--- src/rtl/alu_seq_pkg.sv ---
// Shared definitions for the sequential ALU: op codes, FSM states, flags.
// Imported by the ALU top and its multiplier sub-block.
package alu_pkg;

    localparam logic [2:0] OP_AND = 3'b000;
    localparam logic [2:0] OP_OR  = 3'b001;
    localparam logic [2:0] OP_ADD = 3'b010;
    localparam logic [2:0] OP_MUL = 3'b011;
    localparam logic [2:0] OP_SUB = 3'b110;
    localparam logic [2:0] OP_SLT = 3'b111;

    typedef logic [1:0] state_t;

    localparam state_t S_IDLE = 2'd0;
    localparam state_t S_MUL  = 2'd1;
    localparam state_t S_DONE = 2'd2;

    typedef struct packed {
        logic cout;
        logic zero;
        logic set;
        logic overflow;
    } flags_t;

endpackage

--- src/rtl/alu_seq_if.sv ---
// Issue/writeback handshake bundle for alu_seq.
// The issuing stage is the master, the ALU the slave.
interface alu_seq_if #(
    parameter int WIDTH = 32
);
    logic             in_valid;
    logic             in_ready;
    logic [WIDTH-1:0] a;
    logic [WIDTH-1:0] b;
    logic [2:0]       op;
    logic             out_valid;
    logic             out_ready;
    logic [WIDTH-1:0] result;
    logic             cout;
    logic             zero;
    logic             set;
    logic             overflow;
    logic             busy;

    modport master (
        output in_valid, a, b, op, out_ready,
        input  in_ready, out_valid, result,
        input  cout, zero, set, overflow, busy
    );

    modport slave (
        input  in_valid, a, b, op, out_ready,
        output in_ready, out_valid, result,
        output cout, zero, set, overflow, busy
    );

endinterface

--- src/rtl/alu_mul_iter.sv ---
// Iterative unsigned shift-add multiplier, one multiplier bit per cycle.
// done_o marks the final step; prod_o then carries the complete product.
module alu_mul_iter #(
    parameter int WIDTH = 32
) (
    input  logic               clk,
    input  logic               rst_n,
    input  logic               start_i,
    input  logic [WIDTH-1:0]   a_i,
    input  logic [WIDTH-1:0]   b_i,
    output logic               done_o,
    output logic [2*WIDTH-1:0] prod_o
);
    localparam int CW = $clog2(WIDTH);
    localparam logic [CW-1:0] LAST = CW'(WIDTH - 1);

    logic [2*WIDTH-1:0] mcand_q;
    logic [2*WIDTH-1:0] acc_q;
    logic [WIDTH-1:0]   mplier_q;
    logic [CW-1:0]      cnt_q;
    logic               run_q;

    // Accumulator value after the current step
    assign prod_o = acc_q + (mplier_q[0] ? mcand_q : '0);
    assign done_o = run_q && (cnt_q == LAST);

    always_ff @(posedge clk or negedge rst_n) begin
        if (!rst_n) begin
            mcand_q  <= '0;
            acc_q    <= '0;
            mplier_q <= '0;
            cnt_q    <= '0;
            run_q    <= 1'b0;
        end else if (start_i) begin
            mcand_q  <= {{WIDTH{1'b0}}, a_i};
            acc_q    <= '0;
            mplier_q <= b_i;
            cnt_q    <= '0;
            run_q    <= 1'b1;
        end else if (run_q) begin
            acc_q    <= prod_o;
            mcand_q  <= mcand_q << 1;
            mplier_q <= mplier_q >> 1;
            if (done_o) begin
                cnt_q <= '0;
                run_q <= 1'b0;
            end else begin
                cnt_q <= cnt_q + CW'(1);
            end
        end
    end

endmodule

--- src/rtl/alu_seq.sv ---
// Multi-cycle ALU between register read and writeback, with a
// registered handshake on both sides and an optional iterative MUL.
module alu_seq
    import alu_pkg::*;
#(
    parameter int WIDTH  = 32,
    parameter bit MUL_EN = 1'b1
) (
    input logic      clk,
    input logic      rst_n,
    alu_seq_if.slave bus
);
    state_t state_q, state_d;
    logic [WIDTH-1:0] res_q, res_d;
    flags_t flags_q, flags_d;

    logic             sub_op;
    logic             is_mul;
    logic [WIDTH-1:0] bp;
    logic [WIDTH-1:0] sum;
    logic             carry;
    logic             add_ovf;
    logic             slt;
    logic [WIDTH-1:0] alu_res;
    flags_t           alu_flags;

    logic               mul_start;
    logic               mul_done;
    logic [2*WIDTH-1:0] mul_prod;

    assign sub_op  = (bus.op == OP_SUB) || (bus.op == OP_SLT);
    assign is_mul  = MUL_EN && (bus.op == OP_MUL);
    assign bp      = sub_op ? ~bus.b : bus.b;
    assign {carry, sum} = {1'b0, bus.a} + {1'b0, bp}
                        + {{WIDTH{1'b0}}, sub_op};
    assign add_ovf = (bus.a[WIDTH-1] == bp[WIDTH-1])
                  && (sum[WIDTH-1] != bus.a[WIDTH-1]);
    // Sign of the difference corrected by overflow gives a true signed compare
    assign slt     = sum[WIDTH-1] ^ add_ovf;

    always_comb begin
        alu_res   = '0;
        alu_flags = '0;
        unique case (1'b1)
            bus.op == OP_AND: alu_res = bus.a & bus.b;
            bus.op == OP_OR:  alu_res = bus.a | bus.b;
            bus.op == OP_ADD, bus.op == OP_SUB: begin
                alu_res            = sum;
                alu_flags.cout     = carry;
                alu_flags.overflow = add_ovf;
            end
            bus.op == OP_SLT: begin
                alu_res       = {{(WIDTH-1){1'b0}}, slt};
                alu_flags.set = slt;
            end
            default: alu_res = '0;
        endcase
        alu_flags.zero = (alu_res == '0);
    end

    always_comb begin
        state_d   = state_q;
        res_d     = res_q;
        flags_d   = flags_q;
        mul_start = 1'b0;
        unique case (1'b1)
            state_q == S_IDLE: begin
                if (bus.in_valid) begin
                    if (is_mul) begin
                        mul_start = 1'b1;
                        state_d   = S_MUL;
                    end else begin
                        res_d   = alu_res;
                        flags_d = alu_flags;
                        state_d = S_DONE;
                    end
                end
            end
            state_q == S_MUL: begin
                if (mul_done) begin
                    res_d            = mul_prod[WIDTH-1:0];
                    flags_d          = '0;
                    flags_d.zero     = (mul_prod[WIDTH-1:0] == '0);
                    flags_d.overflow = |mul_prod[2*WIDTH-1:WIDTH];
                    state_d          = S_DONE;
                end
            end
            state_q == S_DONE: begin
                if (bus.out_ready) state_d = S_IDLE;
            end
            default: state_d = S_IDLE;
        endcase
    end

    always_ff @(posedge clk or negedge rst_n) begin
        if (!rst_n) begin
            state_q <= S_IDLE;
            res_q   <= '0;
            flags_q <= '0;
        end else begin
            state_q <= state_d;
            res_q   <= res_d;
            flags_q <= flags_d;
        end
    end

    if (MUL_EN) begin : g_mul
        alu_mul_iter #(
            .WIDTH (WIDTH)
        ) u_mul (
            .clk     (clk),
            .rst_n   (rst_n),
            .start_i (mul_start),
            .a_i     (bus.a),
            .b_i     (bus.b),
            .done_o  (mul_done),
            .prod_o  (mul_prod)
        );
    end else begin : g_nomul
        assign mul_done = 1'b0;
        assign mul_prod = '0;
    end

    assign bus.in_ready  = (state_q == S_IDLE);
    assign bus.out_valid = (state_q == S_DONE);
    assign bus.busy      = (state_q == S_MUL);
    assign bus.result    = res_q;
    assign bus.cout      = flags_q.cout;
    assign bus.zero      = flags_q.zero;
    assign bus.set       = flags_q.set;
    assign bus.overflow  = flags_q.overflow;

endmodule

--- src/flat_wrapper.sv ---
// flat-port wrapper written by rule: the top's interface ports become plain ports
module alu_seq_flat import alu_pkg::*;
#(
    parameter int WIDTH  = 32,
    parameter bit MUL_EN = 1'b1
)
  (clk, rst_n, bus_in_valid, bus_a, bus_b, bus_op, bus_out_ready, bus_in_ready, bus_out_valid, bus_result, bus_cout, bus_zero, bus_set, bus_overflow, bus_busy);
  alu_seq_if #(.WIDTH(WIDTH)) bus_i ();
  input logic clk;
  input logic rst_n;
  input wire logic [$bits(bus_i.in_valid)-1:0] bus_in_valid;
  input wire logic [$bits(bus_i.a)-1:0] bus_a;
  input wire logic [$bits(bus_i.b)-1:0] bus_b;
  input wire logic [$bits(bus_i.op)-1:0] bus_op;
  input wire logic [$bits(bus_i.out_ready)-1:0] bus_out_ready;
  output wire logic [$bits(bus_i.in_ready)-1:0] bus_in_ready;
  output wire logic [$bits(bus_i.out_valid)-1:0] bus_out_valid;
  output wire logic [$bits(bus_i.result)-1:0] bus_result;
  output wire logic [$bits(bus_i.cout)-1:0] bus_cout;
  output wire logic [$bits(bus_i.zero)-1:0] bus_zero;
  output wire logic [$bits(bus_i.set)-1:0] bus_set;
  output wire logic [$bits(bus_i.overflow)-1:0] bus_overflow;
  output wire logic [$bits(bus_i.busy)-1:0] bus_busy;
  assign bus_i.in_valid = bus_in_valid;
  assign bus_i.a = bus_a;
  assign bus_i.b = bus_b;
  assign bus_i.op = bus_op;
  assign bus_i.out_ready = bus_out_ready;
  assign bus_in_ready = bus_i.in_ready;
  assign bus_out_valid = bus_i.out_valid;
  assign bus_result = bus_i.result;
  assign bus_cout = bus_i.cout;
  assign bus_zero = bus_i.zero;
  assign bus_set = bus_i.set;
  assign bus_overflow = bus_i.overflow;
  assign bus_busy = bus_i.busy;
  alu_seq #(.WIDTH(WIDTH), .MUL_EN(MUL_EN)) u_core (.clk(clk), .rst_n(rst_n), .bus(bus_i));
endmodule
--- config.mk ---
export PLATFORM = sky130hd
export DESIGN_NAME = alu_seq_flat
export DESIGN_NICKNAME = d
export VERILOG_FILES = /design/src/rtl/alu_seq_pkg.sv /design/src/rtl/alu_seq_if.sv /design/src/rtl/alu_mul_iter.sv /design/src/rtl/alu_seq.sv /design/src/flat_wrapper.sv
export SDC_FILE = /design/constraint.sdc
export NUM_CORES = 1
export LEC_CHECK = 0
export CORE_UTILIZATION = 48
export CTS_CLUSTER_DIAMETER = 150
export DETAILED_ROUTE_END_ITERATION = 7
export PLACE_DENSITY = 0.67
export SYNTH_ARGS = -nofsm -noshare
export SYNTH_HDL_FRONTEND = slang
export SYNTH_SLANG_ARGS = --single-unit
--- constraint.sdc ---
create_clock -name clk -period 4.72 [get_ports clk]
set_input_delay 0.708 -clock clk [delete_from_list [all_inputs] [get_ports clk]]
set_output_delay 0.708 -clock clk [all_outputs]
set_load 0.1 [all_outputs]
After elaboration in Yosys (flattened, before gate mapping)

Index checks and enable logic that the tools add are counted.

Output and inout port bits: 39
Word-level logic and storage cells: 80
Input port bits: 71
Bits in registers: 204

Add/subtract/negate cells: 4
Bitwise logic cells: 4
Equality and inequality tests: 14
Muxes and demuxes: 34
Reductions and logical operators: 13

Operators with widths:

| operator            | count |
|---|---|
| $mux 64             | 5 |
| $mux 32             | 6 |
| $pmux 32 s4         | 1 |
| $add 64x64->64      | 1 |
| $logic_not 32->1    | 2 |
| $pmux 32 s2         | 1 |
| $add 32x32->33      | 1 |
| $add 33x1->33       | 1 |
| $and 32x32->32      | 1 |
| $not 32->32         | 1 |
| $or 32x32->32       | 1 |
| $reduce_or 32->1    | 1 |
| $mux 5              | 3 |
| $mux 4              | 3 |
| $mux 1              | 9 |
| $mux 2              | 4 |
| $pmux 4 s2          | 1 |
| $eq 3x2->1 const B  | 2 |
| $eq 3x3->1 const B  | 2 |
| $ne 2x2->1 const B  | 3 |
| $pmux 2 s3          | 1 |
| $add 5x1->5 const B | 1 |
| $eq 5x5->1 const B  | 1 |
| $reduce_and 4->1    | 1 |
| other kinds (14)    | 16 |

Longest topological paths before layout

Gate-level depths: netlist (run 1).

Word-level depth: 13
Depth in mapped cells: 17
Gate-level depth less buffers: 15

Modules after synthesis

A second synthesis (run 1) with hierarchy kept.

Cell total of the unflattened synthesis: 1,984
Area total of the unflattened synthesis: 16,683.5 um^2

By module, submodules not included:

| module       | instances | cells an instance | sequential area each (um^2) | area an instance (um^2) |
|---|---|---|---|---|
| alu_mul_iter | 1         | 1,349             | 4,154.0                     | 11,726.2 |
| alu_seq      | 1         | 635               | 950.9                       | 4,957.3 |

Least setup slack after synthesis (run 1)

Ideal clock, no wire load.

Kind: input -> register
Start: input port bus_op[2]
End: register u_core.flags_q, in the netlist u_core.bus.zero
Slack: 0.275 ns
Path buffers: 3
Required time: 4.654 ns
Setup time: 0.066 ns
Data arrival time: 4.379 ns
Stages: 17
Cell sequence: buf_2 > nand2_1 > buf_1 > xnor2_1 > ha_1 > clkbuf_1 > a21oi_1 > o21ai_1 > a221o_1 > nor2b_1 > a21oi_2 > o31ai_4 > a2111oi_4 > mux2_2 > a211o_1 > nor4_1 > a31o_1

Cells in the longest elaborated chain, start to end: 13
Elaborated cells on any way between the ends: 22
Those cells by class: 2 x add/sub; 8 x eq/ne; 5 x mux; 1 x bitwise; 6 x reduce/logical

Ends and longest elaborated chain:

| element                              | line                                        | RTL |
|---|---|---|
| from (decl)                          | flat_wrapper.sv:14                          | `input wire logic [$bits(bus_i.op)-1:0] bus_op;` |
| $eq 3x3->1, on equally long branches | alu_seq.sv:31, alu_seq.sv:47, alu_seq.sv:52 |  |
| $logic_or 1x1->1                     | alu_seq.sv:31                               | `assign sub_op = (bus.op == OP_SUB) \|\| (bus.op == OP_SLT);` |
| $mux 32                              | alu_seq.sv:33                               | `assign bp = sub_op ? ~bus.b : bus.b;` |
| $add 32x32->33                       | alu_seq.sv:34                               | `assign {carry, sum} = {1'b0, bus.a} + {1'b0, bp}` |
| $add 33x1->33                        | alu_seq.sv:35                               | `+ {{WIDTH{1'b0}}, sub_op};` |
| $ne 1x1->1                           | alu_seq.sv:37                               | `&& (sum[WIDTH-1] != bus.a[WIDTH-1]);` |
| $logic_and 1x1->1                    | alu_seq.sv:37                               |  |
| $xor 1x1->1                          | alu_seq.sv:39                               | `assign slt = sum[WIDTH-1] ^ add_ovf;` |
| $pmux 32 s4                          | alu_seq.sv:44                               | `unique case (1'b1)` |
| $logic_not 32->1                     | alu_seq.sv:58                               | `alu_flags.zero = (alu_res == '0);` |
| $mux 4                               | alu_seq.sv:69                               | `if (is_mul) begin` |
| $mux 4                               | alu_seq.sv:68                               | `if (bus.in_valid) begin` |
| $pmux 4 s2                           | alu_seq.sv:66                               | `unique case (1'b1)` |
| to (signal assigned)                 | alu_seq.sv:103                              | `flags_q <= flags_d;` |
| to (decl)                            | alu_seq.sv:15                               | `flags_t flags_q, flags_d;` |

Parallel ways exist; a longest one is shown, timed or not. The select of a mux whose other input is x is not followed.
A chain may end at the register's enable or synchronous reset.

Final worst setup path (run 1)

Start: register u_core.g_mul.u_mul.mplier_q[0]
End: register u_core.flags_q, in the netlist u_core.bus.overflow

Cells in the longest elaborated chain, start to end: 5

Ends and longest elaborated chain:

| element                | line               | RTL |
|---|---|---|
| from (decl)            | alu_mul_iter.sv:19 | `logic [WIDTH-1:0] mplier_q;` |
| from (signal assigned) | alu_mul_iter.sv:37 | `mplier_q <= b_i;` |
| from (signal assigned) | alu_mul_iter.sv:43 | `mplier_q <= mplier_q >> 1;` |
| $mux 64                | alu_mul_iter.sv:24 | `assign prod_o = acc_q + (mplier_q[0] ? mcand_q : '0);` |
| $add 64x64->64         | alu_mul_iter.sv:24 |  |
| $reduce_or 32->1       | alu_seq.sv:84      | `flags_d.overflow = \|mul_prod[2*WIDTH-1:WIDTH];` |
| $mux 4                 | alu_seq.sv:80      | `if (mul_done) begin` |
| $pmux 4 s2             | alu_seq.sv:66      |  |

Every way passes these cells. The select of a mux whose other input is x is not followed.

==> summary.md, run 1 <==
| Metric | Value |
|---|---|
| Outcome | completed |
| Post-route ant nets | 0 |
| Area Overhead vs Synth | 15.4% |
| Highest-delay cell along the critical path | dfrtp_1 |
| GRT overflow | 0 |
| Ys Warns | 0 |
| Initial Utilization | 0.491 |
| Slew Limit Fails | 0 |
| Number of enable flip-flop cells after synthesis | 0 |
| RR Startpoint | u_core.g_mul.u_mul.mplier_q[0] |
| Max-cap violations | 0 |
| FFs w/ async S/R, synth | 1.00 |
| Clock Skews | about 0.013 ns |
| DP HPWL | a little over 40,000 um |
| Max VDD drop | 0.439 mV |
| RSZ-0062 raised after global routing | false |
| Crit path from | u_core.g_mul.u_mul.mplier_q[0] |
| GRT Util Overall | 0.294 |
| Clk buf depth | 3 |
| Total CTS buffers | 26 |
| DRT iter0 DRCs | approximately 870 |
| Initial antenna violation count | 1 |
| FF+latch count, synth | around 200 |
| Max Fanout on Critical Path | 32 |
| Synth top area cells | dfrtp_1, mux2i_1, ha_1 |
| Fmax achieved | around 0.23 GHz |
| PostCTS Resize Cnt | 0 |
| Worst R2R Path Depth | 15 |
| CTS Root Cell | clkbuf_16 |
| Final setup violation count | 0 |
| Core ar. | 33,800 um2 |
| H-tree depth | 1 |
| CP Class | register to register |
| Hold buffers post-CTS | 0 |
| Fin nets | approximately 2,200 |
| DR vias | about 15,000 |
| Slew margin rel. | 0.324 |
| Chip height | approximately 190 um |
| DR WL/cell | about 21 um |
| First-pass GRT wire length | roughly 83,000 um |
| Ratio of cells with drive above 1 in the final layout | 0.0724 |
| Most numerous cell in the Yosys netlist | nand2_1 |
| Yosys top cell area share | 0.308 |
| Worst R2R End | u_core.bus.overflow |
| Final TNS setup | 0 ns |
| Worst slew pin tran | around 1 ns |
| Final hold vios | 0 |
| Post-synthesis mux area share | 0.0980 |
| Post-Synth Simple-Gate Area | 0.192 |
| R2R Setup Slk | just over 0.3 ns |
| Post-synth top cells | nand2_1, dfrtp_1, nor2_1 |
| Die Footprint | 35,300 um2 |
| First-pass DRT Iterations | 6 |
| Data arrival, critical path | a little under 5 ns |
| Synth Cell Area | around 17,000 um2 |
| Worst path top cell family by delay | compound AO/OA/AOI/OAI gates |
| Largest net degree at the start of global routing | 94 |
| Vias per inst | 6.00 |
| Static Leak | around 0.0087 uW |
| IO Pins | 110 |
| Cell count after synthesis | roughly 2,000 |
| Clock Pin Slew Worst Setup and Hold Paths | roughly 0.06 ns |
| HP Class | primary input to asynchronous set/reset pin |
| Worst path cell trace | buf_12 -> and2_1 -> ha_1 -> a21oi_2 -> o21ai_1 -> a221o_1 -> a211o_1 -> a21o_1 -> o21ai_0 -> and3_1 -> o221ai_1 -> a2111o_1 -> nor4_1 -> buf_4 -> a21oi_1 |
| Remaining DRCs | 0 |
| CP max stage delay | 0.50 ns |
| Final period util | 0.935 |
| CTS tree | built |
| Vias in the first global route | 15,144 |
| GPL Wtd Cong | between 0.9 and 1 |
| WP buf/inv | 2 |
| Compound-Gate Fraction of Synth Area | 0.213 |
| Layout Cells excl Fill | 2,535 |
| Largest family of logic cells by synthesized area | compound AO/OA/AOI/OAI gates |
| Prevailing post-synth register cell | dfrtp_1 |
| IO buf count | approximately 110 |
| # diodes | 0 |
| Synth Area per Inst | 8.35 um2 |
| Crit path capture type | register |
| Num rows | between 60 and 70 |
| Worst skew pair latency | approximately 0.56 ns |
| Drt total wl | 52,100 um |
| Syn Nets | about 2,200 |
| Fill cells | approximately 3,100 |
| Post-CTS Setup Inserts | 0 |
| Largest area contributor in the netlist | dfrtp_1 |
| Critical path data required time | between 5 and 6 ns |
| PD cells | 715 nW/um2 |
| Post-synthesis sequential area ratio | 0.308 |
| # placed instances | 2,492 |
| Post-layout min period | 4.41 ns |
| Die W | about 190 um |
| Post-Synth XOR/XNOR Area | 0.0533 |
| Clk sinks | approximately 200 |
| Post-synth cell types | 93 |
| CP Launch Type | register |
| Synth Area in Adders | 0.0955 |
## worst max path at each step
stage,to,slack [ns],cells past startpoint
floorplan,u_core.bus.zero,0.28,17
global placement,u_core.bus.zero,-0.20,16
detailed placement,u_core.bus.zero,-0.20,17
CTS,u_core.bus.overflow,0.34,15
global route,u_core.bus.overflow,0.01,15
finish,u_core.bus.overflow,0.31,15
## cell families after synthesis
kind of cell	after synthesis
xor+xnor	101
simple gates	681
mux	162
flops	204
compound gates	549
fa+ha+maj	131
buf+inv	158
## area by class of cell
cell class	instances	area [um2]	area share
Multi-Input combinational cell	1624	10800	0.566
Clock inverter	10	105	0.00549
Inverter	36	135	0.00706
Sequential cell	204	5110	0.267
Clock buffer	33	697	0.0364
Timing Repair Buffer	180	1700	0.0889
Tap cell	448	561	0.0293
## cell usage in the layout (no fill, tap or decap), types with 16 or more instances in the layout
| master | count |
|---|---|
| xor2_1 | 31 |
| mux2i_1 | 159 |
| dfrtp_1 | 203 |
| a31oi_1 | 16 |
| nor3_1 | 31 |
| and2_1 | 71 |
| a21oi_1 | 142 |
| o21bai_1 | 17 |
| nor2_1 | 180 |
| xnor2_1 | 70 |
| buf_4 | 66 |
| o21ai_0 | 162 |
| a21o_1 | 38 |
| nand3_1 | 36 |
| ha_1 | 101 |
| clkbuf_16 | 26 |
| clkdlybuf4s50_1 | 107 |
| nand2_1 | 230 |
| maj3_1 | 28 |
| nand4_1 | 34 |
| inv_1 | 36 |
## routing by layer
metal | GRT usage | up-vias | share of wire
met3 | 0.0412 | 110 | 0.047
met4 | 0.103 | 2 | 0.034
met2 | 0.489 | 385 | 0.47
met5 | 0 | - | 0.00023
met1 | 0.389 | 7375 | 0.45
li1 | - | 7335 | -
## where the power goes
group          internal, uW  total [uW]  switching, uW
logic                  3050        8680           5630
clock network          1100        1900            799
registers              2560        3100            547
## worst register-to-register path, stage by stage, from the launching register on
cell,delay (ns)
dfrtp_1,0.50
buf_12,0.23
and2_1,0.18
ha_1,0.43
a21oi_2,0.24
o21ai_1,0.15
a221o_1,0.31
a211o_1,0.34
a21o_1,0.25
o21ai_0,0.32
and3_1,0.24
o221ai_1,0.19
a2111o_1,0.35
nor4_1,0.32
buf_4,0.20
a21oi_1,0.07
## per-stage QoR
| stage | util | power (uW) | area (um2) | hold WS [ns] | setup WS, ns |
|---|---|---|---|---|---|
| 4_1_cts | 0.567 | 13700 | 19100 | 0.199 | 0.340 |
| 6_report | 0.567 | 13700 | 19100 | 0.166 | 0.306 |
| 5_1_grt | 0.567 | 14600 | 19100 | 0.239 | 0.0142 |
| 2_1_floorplan | - | 9400 | 16600 | 0.412 | 0.275 |
| 3_5_place_dp | 0.543 | 11700 | 18300 | 0.473 | -0.198 |
| 3_3_place_gp | 0.543 | 11600 | 18300 | 0.459 | -0.203 |
## registers in the layout (all words and copies together) (netlist names)
register	flops
u_core.bus.cout	1
u_core.bus.overflow	1
u_core.bus.result	32
u_core.bus.set	1
u_core.bus.zero	1
u_core.g_mul.u_mul.acc_q	64
u_core.g_mul.u_mul.cnt_q	5
u_core.g_mul.u_mul.mcand_q	64
u_core.g_mul.u_mul.mplier_q	32
u_core.g_mul.u_mul.run_q	1
u_core.state_q	2
Note: power is estimated with default switching activity, not from simulation.
==> inputs of run 2 (changes only) <==
--- a/config.mk
+++ b/config.mk
@@ -8,6 +8,7 @@
 export CORE_UTILIZATION = 48
 export CTS_CLUSTER_DIAMETER = 150
 export DETAILED_ROUTE_END_ITERATION = 7
+export GPL_ROUTABILITY_DRIVEN = 1
 export PLACE_DENSITY = 0.67
 export SYNTH_ARGS = -nofsm -noshare
 export SYNTH_HDL_FRONTEND = slang
==> results of run 2 <==
No change in the layout: final DEF, timing and power equal those of run 1.
